## config.mk

```make
export PLATFORM = sky130hd
export DESIGN_NAME = dds_config_sequencer
export DESIGN_NICKNAME = d
export VERILOG_FILES = /design/src/rtl/dds_pkg.sv /design/src/rtl/dds_mask_pick.sv /design/src/rtl/dds_config_sequencer.sv
export SDC_FILE = /design/constraint.sdc
export NUM_CORES = 1
export LEC_CHECK = 0
export CAP_MARGIN = 20
export CELL_PAD_IN_SITES_DETAIL_PLACEMENT = 2
export CELL_PAD_IN_SITES_GLOBAL_PLACEMENT = 2
export CORE_MARGIN = 10
export CORE_UTILIZATION = 38
export CTS_CLUSTER_DIAMETER = 150
export DETAILED_ROUTE_END_ITERATION = 6
export PLACE_DENSITY_LB_ADDON = 0.1
export SLEW_MARGIN = 25
export SYNTH_ARGS = -nofsm -noshare
export SYNTH_HDL_FRONTEND = slang
export SYNTH_SLANG_ARGS = --single-unit
```

## constraint.sdc

```tcl
create_clock -name clk -period 3.55 [get_ports clk]
set_input_delay 0.71 -clock clk [delete_from_list [all_inputs] [get_ports clk]]
set_output_delay 0.71 -clock clk [all_outputs]
set_load 0.05 [all_outputs]
```

## src/rtl/dds_pkg.sv

```systemverilog
`default_nettype none
// ============================================================================
//  Module      : dds_pkg
//  Description : Shared constants for the AD9954 configuration sequencer:
//                writer send codes, register indices, FSM state encoding and
//                the index-to-send-code lookup.
//  Revision    : 1.0  initial release
// ============================================================================
package dds_pkg;

  // Send codes understood by dds_write (0x10 + AD9954 register address)
  localparam logic [4:0] SEND_NONE  = 5'h00;
  localparam logic [4:0] SEND_CFR1  = 5'h10;
  localparam logic [4:0] SEND_CFR2  = 5'h11;
  localparam logic [4:0] SEND_ASF   = 5'h12;
  localparam logic [4:0] SEND_FTW0  = 5'h14;
  localparam logic [4:0] SEND_POW   = 5'h15;
  localparam logic [4:0] SEND_FTW1  = 5'h16;
  localparam logic [4:0] SEND_NLSCW = 5'h17;
  localparam logic [4:0] SEND_PLSCW = 5'h18;

  // Bit positions inside the configuration mask; lower index is written first
  localparam logic [2:0] IDX_CFR1  = 3'd0;
  localparam logic [2:0] IDX_CFR2  = 3'd1;
  localparam logic [2:0] IDX_ASF   = 3'd2;
  localparam logic [2:0] IDX_FTW0  = 3'd3;
  localparam logic [2:0] IDX_POW   = 3'd4;
  localparam logic [2:0] IDX_FTW1  = 3'd5;
  localparam logic [2:0] IDX_NLSCW = 3'd6;
  localparam logic [2:0] IDX_PLSCW = 3'd7;

  typedef enum logic [2:0] {
    ST_IDLE       = 3'd0,
    ST_ISSUE      = 3'd1,
    ST_WAIT_START = 3'd2,
    ST_WAIT_DONE  = 3'd3,
    ST_GAP        = 3'd4,
    ST_UPDATE     = 3'd5,
    ST_FINISH     = 3'd6
  } seq_state_e;

  // Map a mask bit index to the writer send code for that register
  function automatic logic [4:0] send_code(input logic [2:0] idx);
    logic [4:0] code;
    case (idx)
      IDX_CFR1:  code = SEND_CFR1;
      IDX_CFR2:  code = SEND_CFR2;
      IDX_ASF:   code = SEND_ASF;
      IDX_FTW0:  code = SEND_FTW0;
      IDX_POW:   code = SEND_POW;
      IDX_FTW1:  code = SEND_FTW1;
      IDX_NLSCW: code = SEND_NLSCW;
      default:   code = SEND_PLSCW;
    endcase
    return code;
  endfunction

endpackage
`default_nettype wire

```

## src/rtl/dds_mask_pick.sv

```systemverilog
`default_nettype none
// ============================================================================
//  Module      : dds_mask_pick
//  Description : Combinational lowest-set-bit encoder. Returns the index of
//                the lowest pending register and whether any bit is set.
//  Revision    : 1.0  initial release
// ============================================================================
module dds_mask_pick (
  input  logic [7:0] mask_i,
  output logic       valid_o,
  output logic [2:0] idx_o
);

  // Scan from the top down so the last hit is the lowest set bit
  always_comb begin
    valid_o = 1'b0;
    idx_o   = 3'd0;
    for (int i = 7; i >= 0; i--) begin
      if (mask_i[i]) begin
        valid_o = 1'b1;
        idx_o   = 3'(i);
      end
    end
  end

endmodule
`default_nettype wire

```

## src/rtl/dds_config_sequencer.sv

```systemverilog
`default_nettype none
// ============================================================================
//  Module      : dds_config_sequencer
//  Description : Turns one masked configuration request into a fixed-order
//                series of dds_write send pulses, waits on the writer's cs
//                for each frame, and optionally pulses IO_UPDATE at the end.
//  Revision    : 1.0  initial release
// ============================================================================
module dds_config_sequencer
  import dds_pkg::*;
#(
  parameter int unsigned IO_UPDATE_CYCLES = 4,
  parameter int unsigned ACK_TIMEOUT      = 15,
  parameter int unsigned GAP_CYCLES       = 2
) (
  input  logic       clk,
  input  logic       rst_n,
  input  logic       cfg_req_i,
  input  logic [7:0] cfg_mask_i,
  input  logic       cfg_update_i,
  output logic       busy_o,
  output logic       done_o,
  output logic       error_o,
  output logic [4:0] send_o,
  input  logic       dds_cs_i,
  output logic       io_update_o
);

  localparam logic [7:0] C_ACK_LOAD   = 8'(ACK_TIMEOUT);
  localparam logic [3:0] C_GAP_LOAD   = 4'(GAP_CYCLES);
  localparam logic [3:0] C_PULSE_LOAD = 4'(IO_UPDATE_CYCLES);

  seq_state_e state_q;
  logic [7:0] mask_q;
  logic       update_q;
  logic [7:0] timeout_q;
  logic [3:0] gap_q;
  logic [3:0] pulse_q;
  logic       busy_q;
  logic       done_q;
  logic       error_q;
  logic [4:0] send_q;
  logic       io_update_q;

  logic       pick_valid_d;
  logic [2:0] pick_idx_d;

  dds_mask_pick u_pick (
    .mask_i  (mask_q),
    .valid_o (pick_valid_d),
    .idx_o   (pick_idx_d)
  );

  // Sequencer FSM with its counters and all registered outputs
  always_ff @(posedge clk or negedge rst_n) begin
    if (!rst_n) begin
      state_q     <= ST_IDLE;
      mask_q      <= 8'd0;
      update_q    <= 1'b0;
      timeout_q   <= 8'd0;
      gap_q       <= 4'd0;
      pulse_q     <= 4'd0;
      busy_q      <= 1'b0;
      done_q      <= 1'b0;
      error_q     <= 1'b0;
      send_q      <= SEND_NONE;
      io_update_q <= 1'b0;
    end else begin
      // send and done are single-cycle strobes
      send_q <= SEND_NONE;
      done_q <= 1'b0;
      case (state_q)
        ST_IDLE: begin
          // dds_cs_i is deliberately not looked at here
          if (cfg_req_i) begin
            mask_q   <= cfg_mask_i;
            update_q <= cfg_update_i;
            error_q  <= 1'b0;
            busy_q   <= 1'b1;
            state_q  <= ST_ISSUE;
          end
        end
        ST_ISSUE: begin
          if (pick_valid_d) begin
            send_q    <= send_code(pick_idx_d);
            mask_q    <= mask_q & ~(8'd1 << pick_idx_d);
            timeout_q <= C_ACK_LOAD;
            state_q   <= ST_WAIT_START;
          end else if (update_q) begin
            io_update_q <= 1'b1;
            pulse_q     <= C_PULSE_LOAD;
            state_q     <= ST_UPDATE;
          end else begin
            state_q <= ST_FINISH;
          end
        end
        ST_WAIT_START: begin
          if (!dds_cs_i) begin
            state_q <= ST_WAIT_DONE;
          end else if (timeout_q <= 8'd1) begin
            // Writer never acknowledged: drop remaining registers, skip update
            timeout_q <= 8'd0;
            error_q   <= 1'b1;
            mask_q    <= 8'd0;
            state_q   <= ST_FINISH;
          end else begin
            timeout_q <= timeout_q - 8'd1;
          end
        end
        ST_WAIT_DONE: begin
          if (dds_cs_i) begin
            gap_q   <= C_GAP_LOAD;
            state_q <= ST_GAP;
          end
        end
        ST_GAP: begin
          // A zero gap still spends one cycle here
          if (gap_q <= 4'd1) begin
            state_q <= ST_ISSUE;
          end else begin
            gap_q <= gap_q - 4'd1;
          end
        end
        ST_UPDATE: begin
          if (pulse_q <= 4'd1) begin
            io_update_q <= 1'b0;
            pulse_q     <= 4'd0;
            state_q     <= ST_FINISH;
          end else begin
            pulse_q <= pulse_q - 4'd1;
          end
        end
        ST_FINISH: begin
          done_q  <= 1'b1;
          busy_q  <= 1'b0;
          state_q <= ST_IDLE;
        end
        default: begin
          state_q <= ST_IDLE;
        end
      endcase
    end
  end

  assign busy_o      = busy_q;
  assign done_o      = done_q;
  assign error_o     = error_q;
  assign send_o      = send_q;
  assign io_update_o = io_update_q;

endmodule
`default_nettype wire
```

==> summary.md <==
| Metric | Value |
|---|---|
| Ranking of synthesized cells by area | `sky130_fd_sc_hd__dfrtp_1 (46%), sky130_fd_sc_hd__a221o_1 (4.0%), sky130_fd_sc_hd__ha_1 (3.8%)` |
| Number of warnings issued by yosys | `0` |
| Leak | `1.01 nW` |
| Clock transition at the registers of the reported paths | `0.07 ns` |
| Cell accounting for the most synthesized area | `sky130_fd_sc_hd__dfrtp_1` |
| Global-route wire length before repair | `10.3 mm` |
| Delay of the slowest critical-path stage | `0.60 ns` |
| Most frequently used flop master after synthesis | `sky130_fd_sc_hd__dfrtp_1` |
| Post-CTS Resized | `0` |
| Worst hold slack after final layout | `0.523 ns` |
| Worst endpoint required time | `3.76 ns` |
| Hold buffer count at cts | `0` |
| Total power divided by cell area | `822 nW/um^2` |
| Syn nets | `229` |
| Synthesized cell area | `1990 um^2` |
| Class of the tightest hold or removal check | `flop to flop` |
| Peak Freq | `0.420 GHz` |
| Critical path, cell by cell | `nor2b_1, nand2_1, nor2_1, nor2_1, o22ai_1` |
| Crit path time final | `2.38 ns` |
| Synthesized-area fraction occupied by xor and xnor cells | `0%` |
| Layout cell share with drive strength beyond 1 | `5.65%` |
| Iter 0 DRT Violations | `56` |
| Overall power after layout | `1.92 mW` |
| Post-route DRC | `0` |
| Slowest-stage cell, CP | `sky130_fd_sc_hd__nor2_1` |
| Proportion of netlist area held by the largest area contributor | `46.5%` |
| Result of the run | `completed` |
| Number of endpoints failing setup at the final stage | `0` |
| Routed wire length per instance | `19.3 um` |
| Router iterations before antenna repair | `4` |
| Worst rel slew slack | `36.2%` |
| Final hold viol count | `0` |
| Horiz. Die Dim | `92.4 um` |
| PortBufs | `21` |
| Mean post-synth cell area | `9.49 um^2` |
| Smallest setup slack after layout | `1.17 ns` |
| Number of max-cap violations | `0` |
| Starting density of the core | `39.0%` |
| Number of different library cells in the post-synthesis netlist | `50` |
| Die area | `8540 um^2` |
| FILL cells | `571` |
| Pin count of the biggest net entering global routing | `38` |
| Adder-cell share of the synthesized area | `3.77%` |
| Top cell family by delay on the critical path | `simple AND/OR/NAND/NOR gates` |
| Vias in the first global route | `2,014` |
| Dpl hpwl | `4.30 mm` |
| Reg power frac | `39.4%` |
| Total CTS buffers | `5` |
| Cell depth of the worst min-delay path | `2` |
| Synth async-reset ratio | `100%` |
| Number of ports placed on the die boundary | `22` |
| Clock share of power | `15.6%` |
| Worst supply voltage drop on vdd | `282 uV` |
| Simple logic cell fraction of the synthesized area | `21.8%` |
| Number of enable flip-flop cells after synthesis | `0` |
| Area added between synthesis and finish | `17.5%` |
| Mux contribution to synthesized area | `1.01%` |
| Mean number of vias per cell | `5.67` |
| Cell total after placement | `293` |
| Ratio of final minimum period to clock period | `67.1%` |
| Final estimated routing congestion in global placement | `0.848` |
| Number of inserted diodes | `0` |
| Number of antenna violations at the first check in global routing | `0` |
| Vias | `1,702` |
| Total Neg Setup Slack | `0 ns` |
| Buffers and inverters on the worst path | `0` |
| Signal arrival time at the worst endpoint | `2.59 ns` |
| Comb pwr share | `45.1%` |
| Worst setup SP type | `flop` |
| Clk Tree Root Cell | `sky130_fd_sc_hd__clkbuf_8` |
| Sequential-to-total area share from yosys stat | `46.5%` |
| Leftover overflow at the end of global routing | `0` |
| Tightest Pin Transition | `0.942 ns` |
| Flip-flop and latch count after synthesis | `37` |
| GRT Resource Usage Total | `14.7%` |
| Setup repair after global routing missed its margin | `no` |
| Core region area | `5110 um^2` |
| Final Skew | `0.00382 ns` |
| Critical path depth | `5` |
| Switching power of the nets | `0.879 mW` |
| Post-placement worst setup slack | `0.922 ns` |
| Complex-gate fraction of the synthesized area | `22.6%` |
| Crit path capture type | `flop` |
| Deepest level of the CTS H-tree | `2` |
| Routed Antenna Nets | `0` |
| Crit Path Max Fanout | `13` |
| Main combinational cell family by area after synthesis | `compound AO/OA/AOI/OAI gates` |
| Total internal power | `1.04 mW` |
| CP Class | `flop to flop` |
| Post-Route WL | `5.78 mm` |
| Sink count of the clock tree | `37` |
| Fraction of power spent switching nets | `45.7%` |
| Post-route insts no fill | `300` |
| Post-Synthesis Cells | `210` |
| Cell Rows | `26` |
| R2R cell count | `5` |
| Clk_lat worst skew | `0.29 ns` |
| TritonCTS clock tree | `done` |
| # Post-CTS Setup Buffers | `0` |
| Die Ht | `92.4 um` |
| Final slew viol count | `0` |
| Dominant cell type by count on the critical path | `sky130_fd_sc_hd__nor2_1` |
| Buffers from clock root to sink, at most | `2` |
| Layout net count | `249` |
power groups by stage:
stage          logic, mW  registers (mW)  clock network (mW)
4_1_cts            0.881           0.757               0.310
3_5_place_dp       0.873           0.762                   0
3_3_place_gp       0.814           0.747                   0
2_1_floorplan      0.588           0.763                   0
6_report           0.867           0.757               0.299
5_1_grt            0.986           0.791               0.326
layout by cell type, fill, tap and decap left out, types with 2 or more instances in the layout:
master                            count
sky130_fd_sc_hd__nor2b_1              3
sky130_fd_sc_hd__and3_1               3
sky130_fd_sc_hd__nand2_1             20
sky130_fd_sc_hd__mux2i_1              2
sky130_fd_sc_hd__a21oi_1             13
sky130_fd_sc_hd__nor3_1               7
sky130_fd_sc_hd__a211o_1              2
sky130_fd_sc_hd__o21ai_0             14
sky130_fd_sc_hd__a21o_1               2
sky130_fd_sc_hd__or4_1                3
sky130_fd_sc_hd__o311a_1              2
sky130_fd_sc_hd__clkdlybuf4s50_1     20
sky130_fd_sc_hd__a22o_1               2
sky130_fd_sc_hd__dfrtp_1             37
sky130_fd_sc_hd__nor2_1              19
sky130_fd_sc_hd__or3_1                2
sky130_fd_sc_hd__nor3b_1              3
sky130_fd_sc_hd__nand2b_1             3
sky130_fd_sc_hd__ha_1                 6
sky130_fd_sc_hd__clkbuf_8             6
sky130_fd_sc_hd__a221o_1              8
sky130_fd_sc_hd__nand3_1              6
sky130_fd_sc_hd__a211oi_1             3
sky130_fd_sc_hd__nor4_1               3
sky130_fd_sc_hd__inv_1               13
cell families (layout without fill, tap and decap cells):
group                      Yosys count  in the layout
muxes                                2              2
buffers and inverters               22             42
adders and majority gates            6              6
DFF                                 37             37
and+or+nand+nor                     81             81
AOI/OAI and AO/OA                   62             62
tightest hold or removal path, cell delays in order (launching register included):
cell                       delay [ns]
sky130_fd_sc_hd__dfrtp_1         0.34
sky130_fd_sc_hd__o21ai_0         0.08
sky130_fd_sc_hd__nand2b_1        0.07
stage by stage:
stage | instance area (um^2) | util [%]
2_1_floorplan | 1990 | -
3_3_place_gp | 2250 | 44.1
3_5_place_dp | 2250 | 44.1
4_1_cts | 2340 | 45.8
5_1_grt | 2340 | 45.8
6_report | 2340 | 45.8
routing by layer:
layer	wire, um	global-route usage [%]	vias up
met1	2510	16.9	867
met3	145	3.31	5
met4	46	3.34	0
met2	3080	26.8	16
li1	-	-	814
met5	0	0	-
cell usage after synthesis (2+ instances only):
library cell	instances
sky130_fd_sc_hd__nor2_1	19
sky130_fd_sc_hd__or3_1	2
sky130_fd_sc_hd__and3_1	3
sky130_fd_sc_hd__a211oi_1	3
sky130_fd_sc_hd__nor3_1	7
sky130_fd_sc_hd__nor2b_1	3
sky130_fd_sc_hd__buf_2	3
sky130_fd_sc_hd__nand2_1	20
sky130_fd_sc_hd__nor4_1	3
sky130_fd_sc_hd__a21o_1	2
sky130_fd_sc_hd__clkbuf_1	6
sky130_fd_sc_hd__a211o_1	2
sky130_fd_sc_hd__a22o_1	2
sky130_fd_sc_hd__o311a_1	2
sky130_fd_sc_hd__dfrtp_1	37
sky130_fd_sc_hd__nand2b_1	3
sky130_fd_sc_hd__nand3_1	6
sky130_fd_sc_hd__ha_1	6
sky130_fd_sc_hd__a221o_1	8
sky130_fd_sc_hd__o21ai_0	14
sky130_fd_sc_hd__a21oi_1	13
sky130_fd_sc_hd__inv_1	13
sky130_fd_sc_hd__mux2i_1	2
sky130_fd_sc_hd__or4_1	3
sky130_fd_sc_hd__nor3b_1	3
state kept, by name, indices dropped and copies added, names as in the netlist, 3 cells and up:
name,cells
gap_q,4
timeout_q,8
state_q,3
mask_q,8
send_o,5
pulse_q,4
layout make-up:
cell class | count | area (um^2) | area share (%)
clock buffer | 7 | 86.3 | 3.69
inverter | 13 | 48.8 | 2.08
multi-input combinational | 151 | 980 | 41.8
sequential | 37 | 926 | 39.6
tap | 70 | 87.6 | 3.74
timing repair buffer | 22 | 213 | 9.09
final timing paths:
path	slack, ns	startpoint	end
max in group asynchronous	2.47	rst_n	pulse_q[0]
worst min register to register	0.52	busy_o	busy_o
worst max register to register	1.17	state_q[0]	timeout_q[1]
min in group asynchronous	0.53	rst_n	timeout_q[7]
worst min-delay path	0.52	busy_o	busy_o
worst max-delay path	1.17	state_q[0]	timeout_q[1]
Note: power is estimated with default switching activity, not from simulation.
